===== config.mk =====
export PLATFORM = sky130hd
export DESIGN_NAME = x_seq_detector
export DESIGN_NICKNAME = d
export VERILOG_FILES = /design/src/rtl/x_seq_defs.sv /design/src/rtl/sat_counter.sv /design/src/rtl/x_seq_detector.sv
export SDC_FILE = /design/constraint.sdc
export NUM_CORES = 1
export LEC_CHECK = 0
export BUFFER_PORTS_ARGS = -buffer_cell sky130_fd_sc_hd__buf_2
export CORE_MARGIN = 5
export CORE_UTILIZATION = 60
export CTS_BUF_LIST = sky130_fd_sc_hd__clkbuf_4 sky130_fd_sc_hd__clkbuf_8
export DETAILED_ROUTE_END_ITERATION = 6
export HOLD_SLACK_MARGIN = 0.03
export PLACE_DENSITY_LB_ADDON = 0.3
export SETUP_SLACK_MARGIN = 0.05
export SLEW_MARGIN = 25
export SYNTH_ARGS = -nofsm -noshare
export SYNTH_HDL_FRONTEND = slang
export SYNTH_HIERARCHICAL = 1
export SYNTH_SLANG_ARGS = --single-unit

===== constraint.sdc =====
create_clock -name clk -period 7.28 [get_ports clk]
set_clock_uncertainty 0.1 [all_clocks]
set_input_delay 1.456 -clock clk [delete_from_list [all_inputs] [get_ports clk]]
set_output_delay 1.456 -clock clk [all_outputs]
set_load 0.01 [all_outputs]

===== src/rtl/x_seq_defs.sv =====
// Shared constants for the serial pattern detector.
// Default pattern geometry, counter width and FSM encodings.
package x_seq_defs;

    localparam int           DEF_PAT_LEN = 4;
    localparam logic [3:0]   DEF_PATTERN = 4'b1011;
    localparam int           DEF_CNT_W   = 8;

    localparam logic [0:0]   ST_FILL     = 1'b0;
    localparam logic [0:0]   ST_RUN      = 1'b1;

endpackage


===== src/rtl/sat_counter.sv =====
// Saturating up-counter with synchronous clear.
// Holds at all ones; sat is registered alongside the count.
module sat_counter #(
    parameter int W = 8
) (
    input  logic         clk,
    input  logic         rst,
    input  logic         clr,
    input  logic         inc,
    output logic [W-1:0] q,
    output logic         sat
);

    logic [W-1:0] q_q;
    logic [W-1:0] q_d;
    logic         sat_q;
    logic         sat_d;

    // next count: clear wins, otherwise step unless already saturated
    always_comb begin
        q_d = q_q;
        if (clr) begin
            q_d = '0;
        end else if (inc && (q_q != '1)) begin
            q_d = q_q + W'(1);
        end
        sat_d = (q_d == '1);
    end

    // count and saturation flags
    always_ff @(posedge clk or posedge rst) begin
        if (rst) begin
            q_q   <= '0;
            sat_q <= 1'b0;
        end else begin
            q_q   <= q_d;
            sat_q <= sat_d;
        end
    end

    assign q   = q_q;
    assign sat = sat_q;

endmodule


===== src/rtl/x_seq_detector.sv =====
// Serial pattern detector on the x output of the a/b/c stage.
// Registered one-cycle detect pulse plus a saturating hit counter.
module x_seq_detector
    import x_seq_defs::*;
#(
    parameter int                 PAT_LEN = DEF_PAT_LEN,
    parameter logic [PAT_LEN-1:0] PATTERN = DEF_PATTERN,
    parameter bit                 OVERLAP = 1'b1,
    parameter int                 CNT_W   = DEF_CNT_W
) (
    input  logic             clk,
    input  logic             rst,
    input  logic             clear,
    input  logic             x_valid,
    input  logic             x,
    output logic             detect,
    output logic [CNT_W-1:0] hit_count,
    output logic             count_sat
);

    localparam logic [3:0] FILL_MAX  = 4'(PAT_LEN);
    localparam logic [3:0] FILL_LAST = 4'(PAT_LEN - 1);

    logic [PAT_LEN-1:0] shreg_q;
    logic [PAT_LEN-1:0] shreg_d;
    logic [3:0]         fill_q;
    logic [3:0]         fill_d;
    logic [0:0]         state_q;
    logic [0:0]         state_d;
    logic               detect_q;
    logic               detect_d;

    logic [PAT_LEN-1:0] next_bits;
    logic [3:0]         fill_inc;
    logic               cmp_en;
    logic               match;

    // compare the shifted-in history; enabled in RUN or on the filling bit
    always_comb begin
        next_bits = {shreg_q[PAT_LEN-2:0], x};
        fill_inc  = (fill_q == FILL_MAX) ? fill_q : fill_q + 4'd1;
        cmp_en    = (state_q == ST_RUN) || (fill_q == FILL_LAST);
        match     = x_valid && !clear && cmp_en
                    && (next_bits == PATTERN);
    end

    // history, fill level, FSM and pulse next-state
    always_comb begin
        shreg_d  = shreg_q;
        fill_d   = fill_q;
        state_d  = state_q;
        detect_d = 1'b0;
        if (clear) begin
            shreg_d = '0;
            fill_d  = '0;
            state_d = ST_FILL;
        end else if (x_valid) begin
            shreg_d = next_bits;
            fill_d  = fill_inc;
            state_d = (fill_inc == FILL_MAX) ? ST_RUN : ST_FILL;
            if (match) begin
                detect_d = 1'b1;
                if (!OVERLAP) begin
                    shreg_d = '0;
                    fill_d  = '0;
                    state_d = ST_FILL;
                end
            end
        end
    end

    // detector state registers
    always_ff @(posedge clk or posedge rst) begin
        if (rst) begin
            shreg_q  <= '0;
            fill_q   <= '0;
            state_q  <= ST_FILL;
            detect_q <= 1'b0;
        end else begin
            shreg_q  <= shreg_d;
            fill_q   <= fill_d;
            state_q  <= state_d;
            detect_q <= detect_d;
        end
    end

    sat_counter #(
        .W (CNT_W)
    ) u_hits (
        .clk (clk),
        .rst (rst),
        .clr (clear),
        .inc (match),
        .q   (hit_count),
        .sat (count_sat)
    );

    assign detect = detect_q;

endmodule

==> reports/qor.csv <==
stage,metric,value,unit
drt,wl_per_cell,15.4,um
synthesis,synth_area_leaders,"dfrtp_1, a21oi_1, mux2i_1",
sta,setup_violations,0,
synthesis,ys_seq_area_frac,0.412,
critical_path,crit_chain,buf_2 -> nor2_1 -> nand3_1 -> nor3_1 -> and4_2 -> a31oi_1 -> nor4_1 -> nand4_1 -> a2111oi_2,
cells_and_area,n_antenna_cell,0,
critical_path,start_kind,input port,
floorplanning,io_pins,15,
synthesis,ys.flop_type,dfrtp_1,
critical_path,cp.arrival,3710,ps
synthesis,ys_ff_latch,18,
critical_path,path_class,in -> reg,
cells_and_area,nets,133,
run,drv_cap,0,
pwr,peakVddDrop,0.0982,mV
cells_and_area,final_core_util,0.677,
drt,first_pass_iters,4,
cells_and_area,drive_above_1_share,0.202,
sta,tns,0,ps
sta,period_minus_slack,3620,ps
clock_tree,cts.sink_count,18,
critical_path,cpPeakStageDelay,610,ps
hold_path,hold_path_class,reg -> reg,
drt,vias,916,
sta,slew_viol_final,0,
synthesis,synthesis.nets,121,
clock_tree,clk_latency,290,ps
placed_design,routabilityCongestion,0.853,
pwr,leakage,0.541,nW
drt,detail-route-antenna-nets,0,
placed_design,dpl.hpwl,1670,um
floorplanning,start_util,0.633,
placed_design,numPortBuffers,14,
cells_and_area,syn_to_final_growth,6.99,%
synthesis,synth.avg_cell_area,9.67,um^2
sta,finalHoldViolCount,0,
global_route,grtUsageTotal,0.201,
synthesis,yosys.area.top_type,dfrtp_1,
global_route,globalRoute.totalOverflow,0,
floorplanning,num_rows,15,
sta,rsz0062_at_grt,false,
clock_tree,post_cts_buffers,0,
synthesis,netlist_area,1090,um^2
clock_tree,cts_tree,done,
synthesis,yosysWarnings,6,
clock_tree,htreeDepth,1,
clock_tree,cts_buffers,3,
sta,maxSlewHeadroom,0.511,
clock_tree,root_buffer,clkbuf_4,
global_route,grt_pass1_wl,4060,um
drt,drc,0,
clock_tree,cts_resized,0,
critical_path,crit_fanout,20,
placed_design,post-place-ws,3350,ps
synthesis,synth_edf_count,0,
floorplanning,core,1730,um^2
global_route,grt_pass1_vias,842,
critical_path,crit_slowest_cell,nor3_1,
sta,finalCritPeriodShare,0.498,
pwr,p_per_area,154,nW/um^2
cells_and_area,layout_common_cells,"dfrtp_1, buf_2, nor2_1, a21oi_1, nand2_1",
synthesis,ys_async_sr_fraction,1.00,
cells_and_area,n_fill_cell,144,
cells_and_area,final_common_cell,dfrtp_1,
drt,via_per_inst,6.15,
sta,finalWorstSetupSlack,3660,ps
global_route,antenna_found_initial,0,
run_status,outcome,"finished, final reports clean",
floorplanning,die_h,52.7,um
critical_path,endpoint_kind,flop,
floorplanning,die_w,52.7,um
critical_path,critPathRequiredTime,7370,ps
synthesis,synth_cell_types,39,
drt,wl,2300,um
sta,worst_pin_slew,729,ps
synthesis,netlist.area_leader.share,0.412,
clock_tree,clkSlewWorstSetupHoldPaths,100,ps
global_route,grt_max_degree,21,
synthesis,syn_inst,113,
sta,fmax,0.276,GHz
clock_tree,hold_buffers,0,
drt,drtIter0Drc,37,
floorplanning,die_area,2770,um^2
clock_tree,clk_path_buf_depth,2,
critical path, delay by kind of cell:
kind	cells	cell delay, ps
buf+inv	1	220
simple gates	6	1690
compound gates	2	340
flip-flops by register name, summed over array words and instances, names as in the netlist:
register	count
detect	1
fill_q	4
shreg_q	3
state_q	1
u_hits/q	8
u_hits/sat	1
through the flow:
| step | hold slack (ps) | cell area [um^2] | total power, mW | std cells |
|---|---|---|---|---|
| 2_1_floorplan | 356 | 1090 | 0.117 | 113 |
| 5_1_grt | 467 | 1170 | 0.188 | 149 |
| 6_report | 451 | 1170 | 0.180 | 149 |
| 3_3_place_gp | 387 | 1130 | 0.119 | 145 |
| 3_5_place_dp | 428 | 1130 | 0.120 | 145 |
| 4_1_cts | 449 | 1170 | 0.181 | 149 |
synthesized netlist by cell type (3+ instances only):
cell type   n
nand2_1     8
nor3_1      6
a21oi_1    10
a31oi_1     3
mux2i_1     4
dfrtp_1    18
nor2_1     10
ha_1        3
buf_6       3
nand4_1     3
buf_4       3
inv_1       7
nand3_1     4
metal layers:
layer  routed length (um)  GRT usage
met1                 1010      0.263
met2                 1040      0.316
met4                   50     0.0894
met5                    0          0
met3                  200     0.0399
final timing paths:
kind / slack [ps] / startpoint / endpoint / cells after the start
max in group asynchronous: 5800 / rst / state_q$_DFFE_PP0P_ / 2
min reg2reg: 450 / state_q$_DFFE_PP0P_ / state_q$_DFFE_PP0P_ / 2
max reg2reg: 4500 / fill_q[0]$_DFFE_PP0P_ / u_hits/sat$_DFF_PP0_ / 8
max: 3660 / clear / u_hits/sat$_DFF_PP0_ / 9
min in group asynchronous: 1020 / rst / fill_q[2]$_DFFE_PP0P_ / 2
min: 450 / state_q$_DFFE_PP0P_ / state_q$_DFFE_PP0P_ / 2
report_power, final:
part | internal [mW] | switching (mW) | leakage, nW | total (mW)
registers | 0.101 | 0.00220 | 0.249 | 0.104
clock network | 0.0305 | 0.0318 | 0.0210 | 0.0623
logic | 0.00514 | 0.00890 | 0.270 | 0.0140
cell type report:
type,count,area [um^2],area share
sequential,18,450,0.385
multi-input combinational,81,554,0.474
timing repair buffer,14,70.1,0.0600
tap,25,31.3,0.0268
inverter,7,26.3,0.0225
clock buffer,4,36.3,0.0310
kinds of logic (layout without fill, tap and decap cells):
kind of cell    after synthesis  after routing  synth area share
xor+xnor                      2              2            0.0160
flops                        18             18             0.412
buf+inv                      14             25            0.0802
mux                           4              4            0.0367
compound gates               27             27             0.176
fa+ha+maj                     3              3            0.0344
simple gates                 45             45             0.244
Note: power is estimated with default switching activity, not from simulation.
